[config.mk]
export PLATFORM = sky130hd
export DESIGN_NAME = frogger_input_ctrl
export DESIGN_NICKNAME = d
export VERILOG_FILES = /design/src/rtl/frogger_pkg.sv /design/src/rtl/frame_sync_edge.sv /design/src/rtl/frogger_input_ctrl.sv
export SDC_FILE = /design/constraint.sdc
export NUM_CORES = 1
export LEC_CHECK = 0
export BUFFER_PORTS_ARGS = -buffer_cell sky130_fd_sc_hd__clkbuf_2
export CAP_MARGIN = 20
export CORE_MARGIN = 3
export CORE_UTILIZATION = 40
export DETAILED_ROUTE_END_ITERATION = 8
export HOLD_SLACK_MARGIN = 0.15
export PLACE_DENSITY = 0.58
export SLEW_MARGIN = 15
export SYNTH_ARGS = -nofsm -noshare
export SYNTH_HDL_FRONTEND = slang
export SYNTH_SLANG_ARGS = --single-unit
[constraint.sdc]
create_clock -name Clk -period 2.4 [get_ports Clk]
set_clock_uncertainty 0.1 [all_clocks]
set_input_delay 0.24 -clock Clk [delete_from_list [all_inputs] [get_ports Clk]]
set_output_delay 0.24 -clock Clk [all_outputs]
set_load 0.005 [all_outputs]
[src/rtl/frogger_pkg.sv]
// Shared keycodes, direction/state encodings and helpers for the Frogger input path.
package frogger_pkg;

    typedef enum logic [1:0] {
        DIR_UP    = 2'd0,
        DIR_DOWN  = 2'd1,
        DIR_LEFT  = 2'd2,
        DIR_RIGHT = 2'd3
    } dir_t;

    typedef enum logic [1:0] {
        IDLE,
        DELAY,
        REPEAT
    } move_state_t;

    localparam logic [7:0] KEY_UP       = 8'h52;
    localparam logic [7:0] KEY_DOWN     = 8'h51;
    localparam logic [7:0] KEY_LEFT     = 8'h50;
    localparam logic [7:0] KEY_RIGHT    = 8'h4F;
    localparam logic [7:0] KEY_SEL_BASE = 8'h59;
    localparam logic [7:0] KEY_NEXT     = 8'h2B;

    function automatic logic [3:0] dir_onehot(input dir_t d);
        return 4'b0001 << d;
    endfunction

endpackage

[src/rtl/frame_sync_edge.sv]
// Synchronises frame_clk into the Clk domain and detects its rising edge.
module frame_sync_edge (
    input  logic Clk,
    input  logic Reset,
    input  logic frame_clk,
    output logic edge_now,
    output logic frame_tick
);

    logic sync1, sync2, sync3;

    always_ff @(posedge Clk or posedge Reset) begin
        if (Reset) begin
            sync1      <= 1'b0;
            sync2      <= 1'b0;
            sync3      <= 1'b0;
            frame_tick <= 1'b0;
        end else begin
            sync1      <= frame_clk;
            sync2      <= sync1;
            sync3      <= sync2;
            frame_tick <= sync2 & ~sync3;
        end
    end

    // Unregistered edge lets consumers register results into the same cycle as frame_tick.
    assign edge_now = sync2 & ~sync3;

endmodule

[src/rtl/frogger_input_ctrl.sv]
// Keyboard front-end: frame-aligned move pulses with hold-to-repeat and one-hot frog selection.
module frogger_input_ctrl
    import frogger_pkg::*;
#(
    parameter int unsigned NUM_FROGS    = 3,
    parameter logic [7:0]  SEL_KEY_BASE = KEY_SEL_BASE,
    parameter logic [7:0]  NEXT_KEY     = KEY_NEXT,
    parameter int unsigned REPEAT_DELAY = 20,
    parameter int unsigned REPEAT_RATE  = 6
) (
    input  logic                 Clk,
    input  logic                 Reset,
    input  logic                 frame_clk,
    input  logic [15:0]          keycode,
    output logic                 frame_tick,
    output logic                 move_up,
    output logic                 move_down,
    output logic                 move_left,
    output logic                 move_right,
    output logic [3:0]           dir_held,
    output logic [1:0]           last_dir,
    output logic [NUM_FROGS-1:0] active_frog,
    output logic                 sel_valid
);

    localparam logic [5:0] DELAY_LD = 6'(REPEAT_DELAY);
    localparam logic [5:0] RATE_LD  = 6'(REPEAT_RATE);
    localparam logic [7:0] NF8      = 8'(NUM_FROGS);

    logic tick_now;

    frame_sync_edge u_sync (
        .Clk        (Clk),
        .Reset      (Reset),
        .frame_clk  (frame_clk),
        .edge_now   (tick_now),
        .frame_tick (frame_tick)
    );

    logic key_valid;
    logic dir_present;
    dir_t key_dir;

    assign key_valid = (keycode[15:8] == 8'h00);

    always_comb begin
        dir_present = 1'b0;
        key_dir     = DIR_UP;
        if (key_valid) begin
            case (keycode[7:0])
                KEY_UP:    begin dir_present = 1'b1; key_dir = DIR_UP;    end
                KEY_DOWN:  begin dir_present = 1'b1; key_dir = DIR_DOWN;  end
                KEY_LEFT:  begin dir_present = 1'b1; key_dir = DIR_LEFT;  end
                KEY_RIGHT: begin dir_present = 1'b1; key_dir = DIR_RIGHT; end
                default:   ;
            endcase
        end
    end

    move_state_t state;
    logic [5:0]  cnt;
    logic [3:0]  pulse;
    dir_t        last_d;

    always_ff @(posedge Clk or posedge Reset) begin
        if (Reset) begin
            state    <= IDLE;
            cnt      <= '0;
            pulse    <= '0;
            last_d   <= DIR_UP;
            dir_held <= '0;
        end else begin
            pulse <= '0;
            if (tick_now) begin
                dir_held <= dir_present ? dir_onehot(key_dir) : 4'b0000;
                if (!dir_present) begin
                    state <= IDLE;
                    cnt   <= '0;
                end else if (state == IDLE || key_dir != last_d) begin
                    pulse  <= dir_onehot(key_dir);
                    last_d <= key_dir;
                    cnt    <= DELAY_LD;
                    state  <= DELAY;
                end else if (cnt == 6'd1) begin
                    pulse <= dir_onehot(last_d);
                    if (RATE_LD == 6'd0) begin
                        cnt   <= '0;
                        state <= DELAY;
                    end else begin
                        cnt   <= RATE_LD;
                        state <= REPEAT;
                    end
                end else if (cnt != 6'd0) begin
                    cnt <= cnt - 6'd1;
                end
            end
        end
    end

    assign last_dir   = last_d;
    assign move_up    = pulse[0] & sel_valid;
    assign move_down  = pulse[1] & sel_valid;
    assign move_left  = pulse[2] & sel_valid;
    assign move_right = pulse[3] & sel_valid;

    logic [15:0]          prev_key;
    logic [7:0]           sel_idx;
    logic [NUM_FROGS-1:0] frog_rot, frog_sel, frog_nxt;

    assign sel_idx = keycode[7:0] - SEL_KEY_BASE;

    always_comb begin
        frog_rot = '0;
        frog_sel = '0;
        if (active_frog == '0) begin
            frog_rot[0] = 1'b1;
        end else begin
            for (int unsigned i = 0; i < NUM_FROGS; i++) begin
                frog_rot[(i + 1) % NUM_FROGS] = active_frog[i];
            end
        end
        for (int unsigned i = 0; i < NUM_FROGS; i++) begin
            frog_sel[i] = (sel_idx == 8'(i));
        end
        frog_nxt = active_frog;
        if (key_valid) begin
            if (keycode[7:0] == NEXT_KEY) begin
                if (prev_key != keycode) frog_nxt = frog_rot;
            end else if (keycode[7:0] >= SEL_KEY_BASE && sel_idx < NF8) begin
                frog_nxt = frog_sel;
            end
        end
    end

    always_ff @(posedge Clk or posedge Reset) begin
        if (Reset) begin
            active_frog <= '0;
            prev_key    <= '0;
        end else begin
            active_frog <= frog_nxt;
            prev_key    <= keycode;
        end
    end

    assign sel_valid = |active_frog;

endmodule
# Word level (Yosys, flattened, before mapping)
# Cells that the tools add are included.
# word_totals
ff_bits	41
input_bits	19
output_inout_bits	15
# op_classes
addsub	2
n_lt_le_gt_ge	2
eq_ne	13
shift	2
muxes	21
bitwise	6
reduce_logical	14
# op_table
op	n
$eq A8 B7 Y1 const B	4
$mux W6	4
$mux W4	5
$logic_not A8 Y1	2
$ne A16 B16 Y1	1
$mux W2	5
$mux W3	3
$eq A8 B1 Y1 const B	1
$eq A8 B2 Y1 const B	1
$eq A8 B6 Y1 const B	1
$ge A8 B7 Y1 const B	1
$lt A8 B2 Y1 const B	1
$shl A1 B2 Y4 const A	2
$sub A8 B7 Y8 const B	1
$eq A6 B1 Y1 const B	1
$pmux W2 S3	1
$reduce_and A3 Y1	2
$reduce_bool A6 Y1	1
$sub A6 B1 Y6 const B	1
$and A1 B1 Y1	5
$ne A4 B1 Y1 const B	1
$reduce_and A2 Y1	2
$reduce_or A4 Y1	1
$logic_not A3 Y1	1
10 further kinds	12

# Depth between registers and ports, before layout
# depth
depth_word	8
mapped_depth	8

# Cells and area by module
# Synthesis repeated with hierarchy kept, for this count alone.
# hier_totals
hier_cells	199
hier_area_um2	2092.0
# by_module_without_submodules
module	instances	cells_each	area_per_inst_um2	seq_area_each_um2
frogger_input_ctrl	1	193	1974.4	925.9
frame_sync_edge	1	6	117.6	100.1

# Worst setup path after synthesis
# Ideal clock, no wire load.
# synth_path
path_kind	in2reg
from	input keycode[12]
to	register pulse[0]
setup_time_ns	0.094
arrival_ns	1.954
required_time_ns	2.206
setup_slack_ns	0.252
path_stages	8
n_path_buf	2
cell_sequence	or4_4 nor3_4 buf_6 nand4_2 o211ai_2 buf_6 nand4_4 a221oi_2
# synth_between
elab_chain_cells	7
# synth_lines
element	line_no	rtl
start: declaration	frogger_input_ctrl.sv:14	input logic [15:0] keycode,
$logic_not A8 Y1 (*)	frogger_input_ctrl.sv:44	assign key_valid = (keycode[15:8] == 8'h00);
$mux W2	frogger_input_ctrl.sv:49	if (key_valid) begin
$ne A2 B2 Y1	frogger_input_ctrl.sv:79	end else if (state == IDLE || key_dir != last_d) begin
$logic_or A1 B1 Y1	frogger_input_ctrl.sv:79	
$mux W4	frogger_input_ctrl.sv:79	
$mux W4 (*)	frogger_input_ctrl.sv:76	if (!dir_present) begin
$mux W4 (*)	frogger_input_ctrl.sv:74	if (tick_now) begin
end signal: assignment	frogger_input_ctrl.sv:80	pulse <= dir_onehot(key_dir);
end signal: assignment	frogger_input_ctrl.sv:85	pulse <= dir_onehot(last_d);
end: declaration	frogger_input_ctrl.sv:62	logic [3:0] pulse;
# Mark *: on every way between the ends. The rest lies on a longest branch, timed or not.
# A chain may end at the register's enable or synchronous reset.

# Worst setup path after layout
# layout_path
from	input keycode[5]
to	register active_frog[1]
# layout_between
elab_chain_cells	5
# layout_lines
element	line_no	rtl
$sub A8 B7 Y8	frogger_input_ctrl.sv:110	assign sel_idx = keycode[7:0] - SEL_KEY_BASE;
$lt A8 B2 Y1	frogger_input_ctrl.sv:129	end else if (keycode[7:0] >= SEL_KEY_BASE && sel_idx < NF8) begin
$logic_and A1 B1 Y1	frogger_input_ctrl.sv:129	
$reduce_bool A2 Y1 (no line)	--	
$reduce_and A3 Y1 (no line)	--	
end signal: assignment	frogger_input_ctrl.sv:140	active_frog <= frog_nxt;
end: declaration	frogger_input_ctrl.sv:22	output logic [NUM_FROGS-1:0] active_frog,
# Parallel ways exist; a longest one is shown, timed or not. The select of a mux whose other input is x is not followed.

==> flow_metrics.env <==
export IMPL_status="finished, final reports clean"
export IMPL_clk_insertion_delay_late_ns=0.28
export IMPL_reg2reg_slack_ns=0.26
export IMPL_die_h_um=79.35
export IMPL_grt_total_usage=0.1721
export IMPL_fin_crit_ns=2.341
export IMPL_switchingPower_uw=328.2
export IMPL_drt_wl_total_um=4730
export IMPL_fin_util=0.5365
export IMPL_yosys_area_share_simple=0.2349
export IMPL_p_clk_frac=0.371
export IMPL_yosysSeqAreaShare=0.4767
export IMPL_crit_top_cell="nand4_1"
export IMPL_seq_power_share=0.505
export IMPL_cp_depth=9
export IMPL_syn_cell_area_mm2=0.002152
export IMPL_via_count=1743
export IMPL_die_x_um=79.35
export IMPL_synthAdderAreaFrac=0.01163
export IMPL_r2r_start="cnt[0]"
export IMPL_cts_sinks=41
export IMPL_nNetsFinal=292
export IMPL_fmax_mhz=427.2
export IMPL_reg2reg_depth=9
export IMPL_wl_per_cell_um=13.87
export IMPL_fin_ws_ns=0.05895
export IMPL_p_sw_frac=0.2293
export IMPL_worstSetupPathType="in -> reg"
export IMPL_holdWs_ns=0.2504
export IMPL_grt_pass1_wl_um=8404
export IMPL_critPathRequiredTime_ns=2.48
export IMPL_avgSynthCellArea_um2=10.60
export IMPL_drc=0
export IMPL_cp_arrival_ns=2.42
export IMPL_drt_iter0_drc=159
export IMPL_dp_cells=316
export IMPL_path_cells="clkbuf_2 > dlygate4sd3_1 > buf_4 > nand2b_1 > or3_4 > nor4_2 > nand4_1 > nand4_1 > mux2_2"
export IMPL_hp_class="in -> reg"
export IMPL_maxCapViolations=0
export IMPL_h_tree_depth=2
export IMPL_cts_tree="yes"
export IMPL_critPathMaxFanout=4
export IMPL_cts_buffers=5
export IMPL_worst_path_buf_inv=3
export IMPL_hp_start="keycode[1]"
export IMPL_io_buffers=33
export IMPL_async_flop_share=1.000
export IMPL_clk_pin_slew_ns=0.08
export IMPL_hold_viol_final=0
export IMPL_dp_slack_ns=0.002280
export IMPL_post_dp_hpwl_um=3377
export IMPL_drive_gt1_frac=0.3137
export IMPL_worstSetupStartpointType="input pin"
export IMPL_grt_max_degree=42
export IMPL_worst_pin_slew_ns=0.5235
export IMPL_whs_path_depth=2
export IMPL_overflow=0
export IMPL_synth_top_family_by_area="simple AND/OR/NAND/NOR gates"
export IMPL_syn_nets=224
export IMPL_drtPass1Iterations=4
export IMPL_synth_edf_count=0
export IMPL_period_share=0.9754
export IMPL_syn_to_final_growth_pct=28.14
export IMPL_rsz0062_at_grt="true"
export IMPL_finalPower_mw=1.431
export IMPL_dieArea_mm2=0.006296
export IMPL_setup_viol=0
export IMPL_synth_distinct_cells=59
export IMPL_gp_congestion=0.8212
export IMPL_combPwrFrac=0.124
export IMPL_start_util=0.4187
export IMPL_crit_path_max_incr_delay_ns=0.53
export IMPL_yosysWarnings=0
export IMPL_vias_per_cell=5.111
export IMPL_core_mm2=0.005140
export IMPL_antenna_found_initial=0
export IMPL_diodes=0
export IMPL_drtAntennaViolNets=0
export IMPL_syn_inst=203
export IMPL_rows=26
export IMPL_synth_compound_area_frac=0.1174
export IMPL_leakage_nw=1.246
export IMPL_ioPinCount=34
export IMPL_grt_pass1_vias=1711
export IMPL_ys_flop_type="dfrtp_1"
export IMPL_path_delay_family="simple AND/OR/NAND/NOR gates"
export IMPL_p_per_area_mw_per_mm2=519.0
export IMPL_stdcell_count=341
export IMPL_slew_violations=0
export IMPL_synth_xor_area_frac=0.07326
export IMPL_relSlewSlack=0.6483
export IMPL_ys_seq_elements=41
export IMPL_cpMaxStageDelayCell="dlygate4sd3_1"
export IMPL_cts_root_buf="clkbuf_8"
export IMPL_synth_mux_area_frac=0.03488
export IMPL_peakVddDrop_mv=0.3684
export IMPL_clock_path_buffers=2
export IMPL_worst_setup_path_end_kind="flop"
export IMPL_fillers=488
export IMPL_rr_endpoint="cnt[5]"
export IMPL_intPower_mw=1.103
export IMPL_worstHoldEndpoint="prev_key[1]"
-- layer usage --
metal / global-route usage / wire length [um]
met4: 0.06529 / 74
met5: 0 / 0
met2: 0.2449 / 2006
met1: 0.2531 / 2385
met3: 0.03855 / 265
-- cells by family (layout without fill, tap and decap cells) --
| family | count (synthesis) | count (layout) |
|---|---|---|
| AND/OR/NAND/NOR | 83 | 83 |
| XOR/XNOR | 18 | 18 |
| multiplexers | 7 | 7 |
| AO/OA/AOI/OAI | 36 | 36 |
| flip-flops | 41 | 41 |
| adder cells (fa/ha/maj) | 2 | 2 |
| buffers and inverters | 16 | 84 |
-- synthesized netlist by cell type (all sizes together) (3+ instances only) --
cell,number,share of area
nand4,8,0.033
mux2i,3,0.014
nand2,18,0.031
or3b,4,0.016
buf,4,0.016
nor2b,5,0.015
a21oi,6,0.014
or3,4,0.012
o22ai,5,0.015
inv,7,0.012
mux2,4,0.021
or4,3,0.014
xnor2,16,0.065
nand3,8,0.019
clkbuf,3,0.016
dfrtp,41,0.48
nor3,7,0.022
nor2,10,0.017
o21ai,8,0.019
-- per-stage QoR --
stage	TNS, ns	instance area [um^2]
3_3_place_gp	0	2460
3_5_place_dp	0	2460
4_1_cts	0	2734
6_report	0	2758
5_1_grt	-0.03289	2758
2_1_floorplan	0	2152
-- layout by cell type, fill, tap and decap left out, types with 2 or more instances in the layout --
cell type	n
dfrtp_1	41
clkbuf_2	33
buf_4	19
nand2_1	18
dlygate4sd3_1	17
xnor2_1	16
nor2_1	10
nand3_1	8
o21ai_0	8
inv_1	7
nand4_1	6
nor3_1	6
a21oi_1	6
nor2b_1	5
o22ai_1	5
clkbuf_8	5
or3b_2	4
mux2i_1	3
mux2_2	3
nand2b_1	2
nand3b_1	2
or4_4	2
xor2_1	2
a31oi_1	2
or3_1	2
a41oi_1	2
ha_1	2
-- what timing repair did --
item | CTS | global route
setup buffers | 0 | 1
hold buffers | 17 | 0
endpoints found under the setup margin | 0 | 8
endpoints found under the hold margin | 57 | 0
resized for setup | 0 | 3
-- flip-flops by register name (all words and copies together), names as in the netlist --
name and flops:
u_sync.sync3 1, u_sync.frame_tick 1, last_dir 2, u_sync.sync2 1, dir_held 4, u_sync.sync1 1, state 2, prev_key 16
cnt 6, pulse 4, active_frog 3
-- how the worst max path moves through the flow --
stage / startpoint / endpoint / slack, ns
6_report: keycode[5] / active_frog[1] / 0.06
5_1_grt: keycode[5] / active_frog[0] / -0.02
4_1_cts: keycode[5] / active_frog[1] / 0.06
3_5_place_dp: keycode[12] / last_dir[0] / 0.002
3_3_place_gp: keycode[12] / last_dir[0] / 0.05
2_1_floorplan: keycode[12] / pulse[0] / 0.25
-- worst register-to-register path: stages, from the launching register on --
cell and delay (ns):
dfrtp_1 0.40, inv_1 0.09, ha_1 0.22, or3b_2 0.22, nor3_1 0.05, buf_4 0.15
or4_1 0.49, nor2_1 0.13, xnor2_1 0.13, a21oi_1 0.05
-- area by class of cell --
type / instances / area [um^2] / share of cell area
tap: 70 / 87.58 / 0.03176
sequential: 41 / 1026 / 0.3721
clock inverter: 2 / 35.03 / 0.01270
multi-input combinational: 146 / 1032 / 0.3743
inverter: 8 / 30.03 / 0.01089
clock buffer: 5 / 68.82 / 0.02495
timing repair buffer: 69 / 478.0 / 0.1733
-- power groups by stage --
| stage | registers [mW] | logic (mW) | clock network, mW |
|---|---|---|---|
| 2_1_floorplan | 0.734 | 0.0905 | 0 |
| 3_3_place_gp | 0.735 | 0.156 | 0 |
| 3_5_place_dp | 0.736 | 0.155 | 0 |
| 4_1_cts | 0.722 | 0.176 | 0.552 |
| 5_1_grt | 0.725 | 0.197 | 0.586 |
| 6_report | 0.723 | 0.178 | 0.531 |
Power figures use the tool's default switching activity.
